### config.mk
export PLATFORM = sky130hd
export DESIGN_NAME = mem_loader_flat
export DESIGN_NICKNAME = d
export VERILOG_FILES = /design/src/rtl/mem_loader_pkg.sv /design/src/rtl/mem_loader_if.sv /design/src/rtl/loader_cksum.sv /design/src/rtl/mem_loader.sv /design/src/flat_wrapper.sv
export SDC_FILE = /design/constraint.sdc
export NUM_CORES = 1
export LEC_CHECK = 0
export CORE_MARGIN = 4
export CORE_UTILIZATION = 55
export DETAILED_ROUTE_END_ITERATION = 8
export DONT_BUFFER_PORTS = 1
export GPL_TIMING_DRIVEN = 0
export HOLD_SLACK_MARGIN = 0.05
export PLACE_DENSITY = 0.72
export SKIP_CTS_REPAIR_TIMING = 1
export SYNTH_ARGS = -nofsm -noshare
export SYNTH_HDL_FRONTEND = slang
export SYNTH_HIERARCHICAL = 1
export SYNTH_SLANG_ARGS = --single-unit
### constraint.sdc
create_clock -name clock -period 3.1 [get_ports clock]
set_input_delay 0.62 -clock clock [delete_from_list [all_inputs] [get_ports clock]]
set_output_delay 0.62 -clock clock [all_outputs]
set_load 0.01 [all_outputs]
### src/rtl/mem_loader_pkg.sv
// Shared constants, state encoding and checksum helper for the program loader,
// reused by the CPU side and the testbench.
package mem_loader_pkg;

  localparam int MEM_DEPTH = 32;
  localparam int ADDR_W    = 5;
  localparam int DATA_W    = 8;
  // Counter/pointer is one bit wider than the address so it can hold N == MEM_DEPTH.
  localparam int CNT_W     = ADDR_W + 1;

  localparam logic [DATA_W-1:0] DEPTH_DATA = DATA_W'(MEM_DEPTH);
  localparam logic [CNT_W-1:0]  DEPTH_CNT  = CNT_W'(MEM_DEPTH);
  localparam logic [CNT_W-1:0]  LAST_PTR   = CNT_W'(MEM_DEPTH - 1);

  typedef enum logic [2:0] {
    ST_IDLE = 3'd0,
    ST_LEN  = 3'd1,
    ST_DATA = 3'd2,
    ST_CHK  = 3'd3,
    ST_FILL = 3'd4,
    ST_RUN  = 3'd5,
    ST_ERR  = 3'd6
  } state_e;

  // 8-bit wrapping add used by the checksum accumulator.
  function automatic logic [DATA_W-1:0] add8(input logic [DATA_W-1:0] a,
                                             input logic [DATA_W-1:0] b);
    return a + b;
  endfunction

endpackage

### src/rtl/mem_loader_if.sv
// Byte-stream, memory-write and CPU-control signals of the program loader.
interface mem_loader_if;
  import mem_loader_pkg::*;

  logic              start;
  logic              in_valid;
  logic [DATA_W-1:0] in_data;
  logic              in_ready;
  logic              mem_we;
  logic [ADDR_W-1:0] mem_addr;
  logic [DATA_W-1:0] mem_wdata;
  logic              cpu_run;
  logic              cpu_halted;
  logic              err;

  // Loader side.
  modport master (
    input  start, in_valid, in_data, cpu_halted,
    output in_ready, mem_we, mem_addr, mem_wdata, cpu_run, err
  );

  // Stream source / CPU side.
  modport slave (
    output start, in_valid, in_data, cpu_halted,
    input  in_ready, mem_we, mem_addr, mem_wdata, cpu_run, err
  );

endinterface

### src/rtl/loader_cksum.sv
// 8-bit wrapping checksum accumulator with clear, add and a zero check of
// (acc + din) used to validate the trailing checksum byte.
module loader_cksum
  import mem_loader_pkg::*;
(
  input  logic              clock,
  input  logic              reset_n,
  input  logic              clr,
  input  logic              add,
  input  logic [DATA_W-1:0] din,
  output logic              sum_zero
);

  logic [DATA_W-1:0] acc_q;
  logic [DATA_W-1:0] acc_d;

  // Next accumulator value: clear wins over add.
  always_comb begin
    acc_d = acc_q;
    if (clr) begin
      acc_d = {DATA_W{1'b0}};
    end else if (add) begin
      acc_d = add8(acc_q, din);
    end else begin
      acc_d = acc_q;
    end
  end

  // Accumulator register.
  always_ff @(posedge clock or negedge reset_n) begin
    if (!reset_n) begin
      acc_q <= {DATA_W{1'b0}};
    end else begin
      acc_q <= acc_d;
    end
  end

  assign sum_zero = (add8(acc_q, din) == {DATA_W{1'b0}});

endmodule

### src/rtl/mem_loader.sv
// Program loader: receives length/program/checksum byte stream, writes the
// CPU program memory, zero-fills the remainder and then releases the CPU.
module mem_loader (
  input logic          clock,
  input logic          reset_n,
  mem_loader_if.master bus
);
  import mem_loader_pkg::*;

  state_e            state_q, state_d;
  logic [CNT_W-1:0]  len_q, len_d;
  logic [CNT_W-1:0]  ptr_q, ptr_d;
  logic              in_ready_q, in_ready_d;
  logic              mem_we_q, mem_we_d;
  logic [ADDR_W-1:0] mem_addr_q, mem_addr_d;
  logic [DATA_W-1:0] mem_wdata_q, mem_wdata_d;
  logic              cpu_run_q, cpu_run_d;
  logic              err_q, err_d;
  logic              acc_clr, acc_add, sum_zero;
  logic              xfer;

  assign xfer = bus.in_valid && in_ready_q;

  loader_cksum u_cksum (
    .clock    (clock),
    .reset_n  (reset_n),
    .clr      (acc_clr),
    .add      (acc_add),
    .din      (bus.in_data),
    .sum_zero (sum_zero)
  );

  // Next-state, pointer and write-port computation; outputs derive from next state.
  always_comb begin
    state_d     = state_q;
    len_d       = len_q;
    ptr_d       = ptr_q;
    mem_we_d    = 1'b0;
    mem_addr_d  = mem_addr_q;
    mem_wdata_d = mem_wdata_q;
    acc_clr     = 1'b0;
    acc_add     = 1'b0;
    case (state_q)
      ST_IDLE, ST_ERR: begin
        if (bus.start) begin
          state_d = ST_LEN;
          len_d   = {CNT_W{1'b0}};
          ptr_d   = {CNT_W{1'b0}};
          acc_clr = 1'b1;
        end else begin
          state_d = state_q;
        end
      end
      ST_LEN: begin
        if (xfer) begin
          if ((bus.in_data == {DATA_W{1'b0}}) || (bus.in_data > DEPTH_DATA)) begin
            state_d = ST_ERR;
          end else begin
            len_d   = bus.in_data[CNT_W-1:0];
            acc_add = 1'b1;
            state_d = ST_DATA;
          end
        end else begin
          state_d = ST_LEN;
        end
      end
      ST_DATA: begin
        if (xfer) begin
          mem_we_d    = 1'b1;
          mem_addr_d  = ptr_q[ADDR_W-1:0];
          mem_wdata_d = bus.in_data;
          acc_add     = 1'b1;
          ptr_d       = ptr_q + {{(CNT_W-1){1'b0}}, 1'b1};
          if (ptr_d == len_q) begin
            state_d = ST_CHK;
          end else begin
            state_d = ST_DATA;
          end
        end else begin
          state_d = ST_DATA;
        end
      end
      ST_CHK: begin
        if (xfer) begin
          if (!sum_zero) begin
            state_d = ST_ERR;
          end else if (len_q < DEPTH_CNT) begin
            state_d = ST_FILL;
          end else begin
            state_d = ST_RUN;
          end
        end else begin
          state_d = ST_CHK;
        end
      end
      ST_FILL: begin
        mem_we_d    = 1'b1;
        mem_addr_d  = ptr_q[ADDR_W-1:0];
        mem_wdata_d = {DATA_W{1'b0}};
        // Stop at the last address so the pointer never wraps.
        if (ptr_q == LAST_PTR) begin
          state_d = ST_RUN;
        end else begin
          ptr_d   = ptr_q + {{(CNT_W-1){1'b0}}, 1'b1};
          state_d = ST_FILL;
        end
      end
      ST_RUN: begin
        if (bus.cpu_halted) begin
          state_d = ST_IDLE;
        end else begin
          state_d = ST_RUN;
        end
      end
      default: begin
        state_d = ST_IDLE;
      end
    endcase
    in_ready_d = (state_d == ST_LEN) || (state_d == ST_DATA) || (state_d == ST_CHK);
    cpu_run_d  = (state_d == ST_RUN);
    err_d      = (state_d == ST_ERR);
  end

  // FSM state and registered outputs.
  always_ff @(posedge clock or negedge reset_n) begin
    if (!reset_n) begin
      state_q     <= ST_IDLE;
      len_q       <= {CNT_W{1'b0}};
      ptr_q       <= {CNT_W{1'b0}};
      in_ready_q  <= 1'b0;
      mem_we_q    <= 1'b0;
      mem_addr_q  <= {ADDR_W{1'b0}};
      mem_wdata_q <= {DATA_W{1'b0}};
      cpu_run_q   <= 1'b0;
      err_q       <= 1'b0;
    end else begin
      state_q     <= state_d;
      len_q       <= len_d;
      ptr_q       <= ptr_d;
      in_ready_q  <= in_ready_d;
      mem_we_q    <= mem_we_d;
      mem_addr_q  <= mem_addr_d;
      mem_wdata_q <= mem_wdata_d;
      cpu_run_q   <= cpu_run_d;
      err_q       <= err_d;
    end
  end

  assign bus.in_ready  = in_ready_q;
  assign bus.mem_we    = mem_we_q;
  assign bus.mem_addr  = mem_addr_q;
  assign bus.mem_wdata = mem_wdata_q;
  assign bus.cpu_run   = cpu_run_q;
  assign bus.err       = err_q;

endmodule

### src/flat_wrapper.sv
// flat-port wrapper written by rule: the top's interface ports become plain ports
module mem_loader_flat import mem_loader_pkg::*;
  (clock, reset_n, bus_start, bus_in_valid, bus_in_data, bus_cpu_halted, bus_in_ready, bus_mem_we, bus_mem_addr, bus_mem_wdata, bus_cpu_run, bus_err);
  mem_loader_if bus_i ();
  input logic clock;
  input logic reset_n;
  input wire logic [$bits(bus_i.start)-1:0] bus_start;
  input wire logic [$bits(bus_i.in_valid)-1:0] bus_in_valid;
  input wire logic [$bits(bus_i.in_data)-1:0] bus_in_data;
  input wire logic [$bits(bus_i.cpu_halted)-1:0] bus_cpu_halted;
  output wire logic [$bits(bus_i.in_ready)-1:0] bus_in_ready;
  output wire logic [$bits(bus_i.mem_we)-1:0] bus_mem_we;
  output wire logic [$bits(bus_i.mem_addr)-1:0] bus_mem_addr;
  output wire logic [$bits(bus_i.mem_wdata)-1:0] bus_mem_wdata;
  output wire logic [$bits(bus_i.cpu_run)-1:0] bus_cpu_run;
  output wire logic [$bits(bus_i.err)-1:0] bus_err;
  assign bus_i.start = bus_start;
  assign bus_i.in_valid = bus_in_valid;
  assign bus_i.in_data = bus_in_data;
  assign bus_i.cpu_halted = bus_cpu_halted;
  assign bus_in_ready = bus_i.in_ready;
  assign bus_mem_we = bus_i.mem_we;
  assign bus_mem_addr = bus_i.mem_addr;
  assign bus_mem_wdata = bus_i.mem_wdata;
  assign bus_cpu_run = bus_i.cpu_run;
  assign bus_err = bus_i.err;
  mem_loader u_core (.clock(clock), .reset_n(reset_n), .bus(bus_i));
endmodule
# Yosys cells after proc, flatten, opt, wreduce, memory -nomap -nowiden
# Cells that the tools add are included.
# word_totals
regBits	40
inputBits	13
out_inout_bits	17
# op_classes
addsub	2
magnitude_cmp	2
eq_ne	18
muxes	31
reduce_logical	15
# ops
operator	n
$mux 6	5
$mux 8	3
$mux 3	6
$pmux 3 s6	1
$pmux 6 s3	1
$logic_not 8->1	2
$pmux 8 s2	1
$eq 3x3->1 const B	5
$eq 3x2->1 const B	4
$pmux 6 s2	1
$pmux 5 s2	1
$mux 1	9
$add 8x8->8	1
$gt 8x6->1 const B	1
$reduce_and 4->1	2
$add 6x1->6 const B	1
$eq 3x1->1 const B	2
$eq 6x5->1 const B	1
$eq 6x6->1	1
$lt 6x6->1 const B	1
$ne 2x2->1 const B	3
$reduce_bool 2->1	3
$mux 5	1
$ne 2x1->1 const B	2
other kinds (7)	10

# Longest topological paths before layout
# Gate-level depths: netlist of run 1.
# depth
depth_word	8
mapped_depth	12
ltp_nobuf	12

# Cells and area by module
# The synthesis of run 1 kept the hierarchy.
# by_module_without_submodules
mod	instances	cells_each	area_each_um2
mem_loader	1	158	1677.9
loader_cksum	1	68	635.6

# Worst setup path after synthesis of run 1
# No wires, ideal clock.
# synth_timing
path_type	input port to flip-flop
start	in bus_in_data[0]
end	reg u_core.cpu_run_q, in the netlist u_core/bus.cpu_run
arrival_time_ns	2.980
required_time_ns	3.035
path_slack_ns	0.055
path_stages	11
n_path_buf	0
cell_sequence	ha_1 -> fa_1 -> xor2_1 -> or3_1 -> or3_1 -> nor4_2 -> nand2_1 -> a31o_2 -> o2111a_1 -> o41ai_2 -> o211a_1
# synth_via
elab_chain_len	6
# synth_lines
element	line	rtl
start: declaration	flat_wrapper.sv:9	input wire logic [$bits(bus_i.in_data)-1:0] bus_in_data;
$add 8x8->8	mem_loader_pkg.sv:28	return a + b;
$logic_not 8->1	loader_cksum.sv:38	assign sum_zero = (add8(acc_q, din) == {DATA_W{1'b0}});
net u_core.sum_zero	mem_loader.sv:19	logic acc_clr, acc_add, sum_zero;
$mux 3	mem_loader.sv:85	if (!sum_zero) begin
$mux 3	mem_loader.sv:84	if (xfer) begin
$pmux 3 s6	mem_loader.sv:43	case (state_q)
net u_core.state_d[0]	mem_loader.sv:10	state_e state_q, state_d;
$eq 3x3->1	mem_loader.sv:120	cpu_run_d = (state_d == ST_RUN);
net u_core.cpu_run_d	mem_loader.sv:17	logic cpu_run_q, cpu_run_d;
end signal: assignment	mem_loader.sv:144	cpu_run_q <= cpu_run_d;
end: declaration	mem_loader.sv:17	
# The timed path passes the listed nets, and every way through them passes these cells.
# A chain may end at the register's enable or synchronous reset.

# Worst setup path in the final report of run 1
# layout_timing
start	reg u_core.u_cksum.acc_q[0]
end	reg u_core.cpu_run_q, in the netlist u_core/bus.cpu_run
# layout_via
elab_chain_len	6
# layout_lines
element	line	rtl
start: declaration	loader_cksum.sv:14	logic [DATA_W-1:0] acc_q;
start signal: assignment	loader_cksum.sv:32	acc_q <= {DATA_W{1'b0}};
$add 8x8->8	mem_loader_pkg.sv:28	
$logic_not 8->1	loader_cksum.sv:38	
net u_core.sum_zero	mem_loader.sv:19	
$mux 3	mem_loader.sv:85	
$mux 3	mem_loader.sv:84	
$pmux 3 s6	mem_loader.sv:43	
net u_core.state_d[0]	mem_loader.sv:10	
$eq 3x3->1	mem_loader.sv:120	
net u_core.cpu_run_d	mem_loader.sv:17	
# The timed path passes the listed nets, and every way through them passes these cells.

==> impl_results.md, run 1 <==
- Root Driver: clkbuf_8
- Yosys top cell area share: 0.4327
- Synth Area in Compound Gates: 0.1531
- XOR/XNOR share of the synthesized area: 0.06436
- CP startpoint kind: register
- First-pass GRT wire length: 8079 µm
- Synth warn: 6
- Synth area leader: dfrtp_1
- Synthesized Nets: 248
- Commonest non-fill, non-tap cell in the layout: dfrtp_1
- Clk sink count: 40
- Top post-synthesis cells by area: dfrtp_1, mux2i_1, ha_1
- Core area: 4029 µm²
- RR Startpoint: u_core/u_cksum/acc_q[0]$_DFFE_PN0P_
- Clock Tree Buf Depth: 2
- Hold/Removal Path Class: in -> async
- Final nets: between 200 and 300
- CP arrival: approximately 3.2 ns
- Crit path kind: reg -> reg
- Leakage power: 1.153 nW
- Initial Utilization: 0.5742
- Max-cap violations: 0
- First-pass DRT Iterations: 4
- Peak Freq: 341.4 MHz
- Critical path's largest stage delay: ~0.43 ns
- DIE AREA: between 5000 and 6000 µm²
- Highest-count cells in the layout ignoring fill and taps: dfrtp_1, nor2_1, nand2_1, mux2i_1, o21ai_0
- Final Slew Violations: 0
- Syn avg cell area: 10.24 µm²
- IO buf count: 0
- Clock Skew: between 0.01 and 0.015 ns
- Final min period: 2.930 ns
- # fillers: 342
- Sequential element share of the synthesized area: 0.4327
- RSZ-0062 raised after global routing: no
- WP data required: ~3.3 ns
- Die X: around 73 µm
- Reg clk slew, reported paths: around 0.08 ns
- Adder-cell share of the synthesized area: 0.05192
- H-tree depth: 2
- Final setup viols: 0
- Final WL: around 4800 µm
- DP Worst Slack: -0.2437 ns
- Max-slew headroom: 0.5718
- Fraction of synthesized area in multiplexers: 0.08978
- Crit-path most repeated cell: or3_1
- Vias in the first global route: between 1500 and 2000
- Pin count of the biggest net entering global routing: a little over 40
- Initial antenna violation count: 0
- CP startpoint: u_core/u_cksum/acc_q[0]$_DFFE_PN0P_
- Row count: 23
- Synthesized cell area: 2313 µm²
- Final Power: approximately 0.0022 W
- DR vias: about 1700
- Count of final hold-check violations: 0
- Skew-Pair Late Insertion Delay: around 0.29 ns
- Pwr/cell area: roughly 860 nW/µm²
- Cells after Synth: ~230
- Ys async rst share: 1.000
- Slowest cell on crit path: or3_1
- Final period utilization: 0.9450
- Remaining DRCs: 0
- CP Max Fanout: 2
- GRT Util Overall: 0.1959
- Flop2flop setup slack: 0.17 ns
- Vias per inst: 5.895
- TritonCTS buffer count: 5
- Maximum VDD drop: 0.0004272 V
- Num ports: 30
- Area growth, synth to finish: 9.843%
- Share of cells above drive strength 1: 0.1617
- CTS tree: done
- Worst-path cell chain: ha_1 -> fa_2 -> xor2_1 -> or3_1 -> or3_1 -> nor4_4 -> nand2_1 -> a31o_2 -> o2111a_1 -> o41ai_2 -> o211a_1
- Drt wl/cell: about 17 µm
- Status: completed
- Yosys cell types: 59
- Ant. Diodes: 0
- Total congestion overflow: 0
- FF+latch count, synth: 40
- RD Place Congestion: between 0.7 and 0.8
- Routed Antenna Nets: 0
- Worst slew pin tran: 0.6395 ns
- Largest family of logic cells by synthesized area: simple AND/OR/NAND/NOR gates
- DPL Wire Length: ~3500 µm
- Synth Area in Simple Gates: 0.1769
- Die height: approximately 73 µm
- Final worst slack: between 0.15 and 0.2 ns
- Number of synthesized flops with an enable pin: 0
- Crit end category: register
- Top FF cell, synth: dfrtp_1
- Initial DRC Count: 79
cell type report:
type	count	area (µm²)	area share
plain buffers	9	50.05	0.01969
clock buffers	7	96.34	0.03791
clock inverters	1	30.03	0.01182
inverters	6	22.52	0.008863
multi-input cells	171	1251	0.4924
flip-flops and latches	40	1001	0.3939
well taps	50	62.56	0.02462
repair buffers	1	27.53	0.01083
kinds of logic after synthesis:
family          Yosys count
xor+xnor                 17
fa+ha+maj                 9
compound gates           46
buf+inv                  15
flops                    40
mux                      20
simple gates             79
synth_stat cells (2+ instances only):
| cell | n |
|---|---|
| nand3_1 | 4 |
| o21bai_1 | 2 |
| o21ai_0 | 11 |
| nor2b_1 | 2 |
| mux2i_1 | 14 |
| dfrtp_1 | 40 |
| a311o_1 | 3 |
| o2bb2ai_1 | 3 |
| a22o_1 | 3 |
| or3b_2 | 2 |
| or3_1 | 2 |
| clkbuf_1 | 2 |
| xor2_1 | 7 |
| inv_1 | 5 |
| nand2_1 | 21 |
| mux2_2 | 6 |
| a21oi_1 | 8 |
| xnor2_1 | 10 |
| nor2_1 | 25 |
| nand3b_1 | 3 |
| ha_1 | 8 |
| nor3_1 | 6 |
| buf_2 | 3 |
worst max-delay path: cells and delay by family (launching register included):
kind,cells,cell delay (ns)
xor gates and xnor gates,1,0.18
DFF,1,0.38
and+or+nand+nor,4,1.03
adders and majority gates,2,0.59
AOI/OAI and AO/OA,4,0.70
flip-flops by register name, summed over array words and instances, names as in the netlist:
register	cells
u_core/bus.err	1
u_core/len_q	6
u_core/state_q	3
u_core/bus.cpu_run	1
u_core/bus.mem_wdata	8
u_core/bus.mem_addr	5
u_core/u_cksum/acc_q	8
u_core/bus.in_ready	1
u_core/bus.mem_we	1
u_core/ptr_q	6
power breakdown:
| group | switching [W] | internal, W | total [W] |
|---|---|---|---|
| logic | 0.000499 | 0.000388 | 0.000887 |
| clock network | 0.000176 | 0.000284 | 0.000460 |
| registers | 0.000155 | 0.000679 | 0.000834 |
per-stage QoR:
stage          instance area [µm²]    util  instances  setup TNS [ns]  hold WS [ns]
6_report                      2541  0.6307        285               0        0.1514
5_1_grt                       2541  0.6307        285               0        0.1480
4_1_cts                       2502  0.6211        284        -0.03051      0.002962
3_5_place_dp                  2376  0.5898        276         -0.6452        0.3254
3_3_place_gp                  2376  0.5898        276         -0.6724        0.3254
2_1_floorplan                 2313       -        226               0        0.3244
final timing paths:
kind	cells past startpoint	end
min in group clock	2	u_core/len_q[5]$_DFFE_PN0P_
worst min register to register	1	u_core/u_cksum/acc_q[6]$_DFFE_PN0P_
max in group asynchronous	1	u_core/u_cksum/acc_q[3]$_DFFE_PN0P_
worst min-delay path	1	u_core/state_q[1]$_DFF_PN0_
worst max-delay path	11	u_core/bus.cpu_run$_DFF_PN0_
worst max register to register	11	u_core/bus.cpu_run$_DFF_PN0_
routing by layer:
metal,up-vias,GRT usage,wire (µm)
li1,824,-,-
met1,799,0.2434,2007
met2,45,0.3257,2361
met3,12,0.05785,349
met4,0,0.06557,85
met5,-,0,0
Power figures use the tool's default switching activity.
==> run 2, diff against run 1 <==
SKIP_CTS_REPAIR_TIMING = default   (was 1)
==> run 2 against run 1 <==
Net effect: clock-buffer cell count unchanged; final cell count is the same; die area is the same; critical path depth unchanged; sequential share of layout area grew 0.12 points; routed wire length is 2.0% lower; setup slack got worse by 0.0033 ns; hold slack gained 0.0060 ns; flip-flop and latch count stayed put; critical path type unchanged; largest cell class unchanged.
==> impl_results.md, run 2 (synthesis gave the netlist of run 1 again) <==
- Highest-count cells in the layout ignoring fill and taps: dfrtp_1, nor2_1, nand2_1, mux2i_1, o21ai_0
- Total congestion overflow: 0 (unchanged)
- Hold slack: 0.1573 ns (+0.005952 ns)
- Remaining DRCs: 0 (unchanged)
- CP Max Fanout: 2 (unchanged)
- Final Slew Violations: 0 (unchanged)
- Final nets: 256 (unchanged)
- Pwr/cell area: 857.6 nW/µm² (about the same)
- DPL Wire Length: 3477 µm (unchanged)
- DIE AREA: 5308 µm² (unchanged)
- Row count: 23 (unchanged)
- RSZ-0062 raised after global routing: no
- IO buf count: 0 (unchanged)
- Die X: 72.86 µm (unchanged)
- Status: completed
- Final Non-Filler Cells: 285 (unchanged)
- Critical path's largest stage delay: 0.42 ns (about the same)
- First-pass GRT wire length: 8155 µm (+0.94%)
- Crit path kind: reg -> reg
- Clock power share: 0.211 (about the same)
- Cell Int Power: 0.001349 W (about the same)
- Slowest cell on crit path: or3_1
- Max-slew headroom: 0.5566 (-0.01521)
- Die height: 72.86 µm (unchanged)
- GRT Util Overall: 0.1974 (+0.001451)
- DP Worst Slack: -0.2437 ns (unchanged)
- Clock Tree Buf Depth: 2 (unchanged)
- Maximum VDD drop: 0.0004262 V (-0.23%)
- DR vias: 1684 (+0.24%)
- Clk sink count: 40 (unchanged)
- Max-cap violations: 0 (unchanged)
- Share of cells above drive strength 1: 0.1617 (unchanged)
- Area growth, synth to finish: 9.519%
- Skew-Pair Late Insertion Delay: 0.29 ns (about the same)
- Setup TNS Final: 0 ns (unchanged)
- Final min period: 2.933 ns (+0.003315 ns)
- H-tree depth: 2 (unchanged)
- Peak Freq: 341.0 MHz (-0.11%)
- Placed cells: 276 (unchanged)
- CP startpoint kind: register
- Initial DRC Count: 75 (-5.1%)
- Initial antenna violation count: 0 (unchanged)
- Leakage power: 1.150 nW (-0.28%)
- R2R cell count: 11 (unchanged)
- Clock Skew: 0.01088 ns (-0.0009748 ns)
- Core area: 4029 µm² (unchanged)
- Root Driver: clkbuf_8
- Drt wl/cell: 16.52 µm (-2.0%)
- Post-Route Utilization: 0.6289 (-0.001863)
- Combinational Power Share: 0.406 (about the same)
- NetSw: 0.0008235 W (-0.77%)
- Crit end category: register
- CTS tree: done
- R2R Path End: u_core/bus.cpu_run$_DFF_PN0_
- Commonest non-fill, non-tap cell in the layout: dfrtp_1
- Num ports: 30 (unchanged)
- Switching Fraction: 0.3790 (-0.001627)
- Flop2flop setup slack: 0.17 ns (about the same)
- Count of final hold-check violations: 0 (unchanged)
- Vias per inst: 5.909 (+0.24%)
- First-pass DRT Iterations: 4 (unchanged)
- Crit-path most repeated cell: or3_1
- RR Startpoint: u_core/u_cksum/acc_q[0]$_DFFE_PN0P_
- WP buf/inv: 0 (unchanged)
- Final worst slack: 0.1672 ns (-0.003315 ns)
- Ant. Diodes: 0 (unchanged)
- Flop pwr share: 0.383 (about the same)
- Routed Antenna Nets: 0 (unchanged)
- Vias in the first global route: 1726 (+0.52%)
- Pin count of the biggest net entering global routing: 41 (unchanged)
- Worst-path cell chain: ha_1 -> fa_2 -> xor2_1 -> or3_1 -> or3_1 -> nor4_4 -> nand2_1 -> a31o_2 -> o2111a_1 -> o41ai_2 -> o211a_1
- Final WL: 4707 µm (-2.0%)
- Reg clk slew, reported paths: 0.08 ns (about the same)
- WP data required: 3.34 ns (about the same)
- Levels on crit path: 11 (unchanged)
- Worst slew pin tran: 0.6622 ns (+0.02272 ns)
- Final setup viols: 0 (unchanged)
- CP arrival: 3.17 ns (about the same)
- TritonCTS buffer count: 5 (unchanged)
- Hold/Removal Path Class: in -> async
- Initial Utilization: 0.5742 (unchanged)
- RD Place Congestion: 0.7981 (unchanged)
- CP delay by family, top: simple AND/OR/NAND/NOR gates
- Final period utilization: 0.9461 (+0.001069)
run 2: cell count changes in the layout (fill, tap and decap cells not counted):
cell    before  now
buf_16       1    0
buf_12       0    1
run 2: worst max path at each step:
stage / startpoint / endpoint / slack [ns]
final: u_core/u_cksum/acc_q[0]$_DFFE_PN0P_ / u_core/bus.cpu_run$_DFF_PN0_ / 0.17
after global routing: u_core/u_cksum/acc_q[0]$_DFFE_PN0P_ / u_core/bus.cpu_run$_DFF_PN0_ / 0.04
after CTS: u_core/u_cksum/acc_q[0]$_DFFE_PN0P_ / u_core/bus.cpu_run$_DFF_PN0_ / 0.02
after detailed placement: bus_in_data[0] / u_core/bus.cpu_run$_DFF_PN0_ / -0.24
after global placement: bus_in_data[0] / u_core/bus.cpu_run$_DFF_PN0_ / -0.26
after floorplan: bus_in_data[0] / u_core/bus.cpu_run$_DFF_PN0_ / 0.05
run 2: final cells by class:
type,instances,area [µm²]
Inverter,6,22.52
Sequential cell,40,1001
Fill cell,344,1495
Tap cell,50,62.56
Buffer,9,50.05
Multi-Input combinational cell,171,1251
Clock buffer,7,96.34
Timing Repair Buffer,1,20.02
Clock inverter,1,30.03
run 2: metal layers:
| layer | up-vias | global-route usage | wire length, µm |
|---|---|---|---|
| met5 | - | 0 | 0 |
| met4 | 0 | 0.06557 | 71 |
| met3 | 10 | 0.05785 | 324 |
| met2 | 44 | 0.3267 | 2305 |
| met1 | 801 | 0.2469 | 2006 |
| li1 | 829 | - | - |
run 2: metrics by stage:
| step | cell area [µm²] | total power, W |
|---|---|---|
| after CTS | 2531 | 0.002196 |
| after global placement | 2376 | 0.001679 |
| after global routing | 2534 | 0.002346 |
| after detailed placement | 2376 | 0.001697 |
| after floorplan | 2313 | 0.001525 |
| final | 2534 | 0.002173 |
run 2: timing repair:
action | 4_1_cts | 5_1_grt
setup endpoints to repair | 1 | 1
buffers inserted | 0 | 0
endpoints found under the hold margin | 40 | 0
pin swaps | 0 | 1
gates resized for setup | 1 | 1
hold buffers | 1 | 0
run 2: power groups by stage:
stage / Combinational [W] / Sequential (W) / Clock (W)
after global placement: 0.000839 / 0.000839 / 0
after CTS: 0.000885 / 0.000836 / 0.000475
after detailed placement: 0.000853 / 0.000844 / 0
final: 0.000882 / 0.000833 / 0.000457
after floorplan: 0.000713 / 0.000812 / 0
after global routing: 0.000992 / 0.000853 / 0.000501
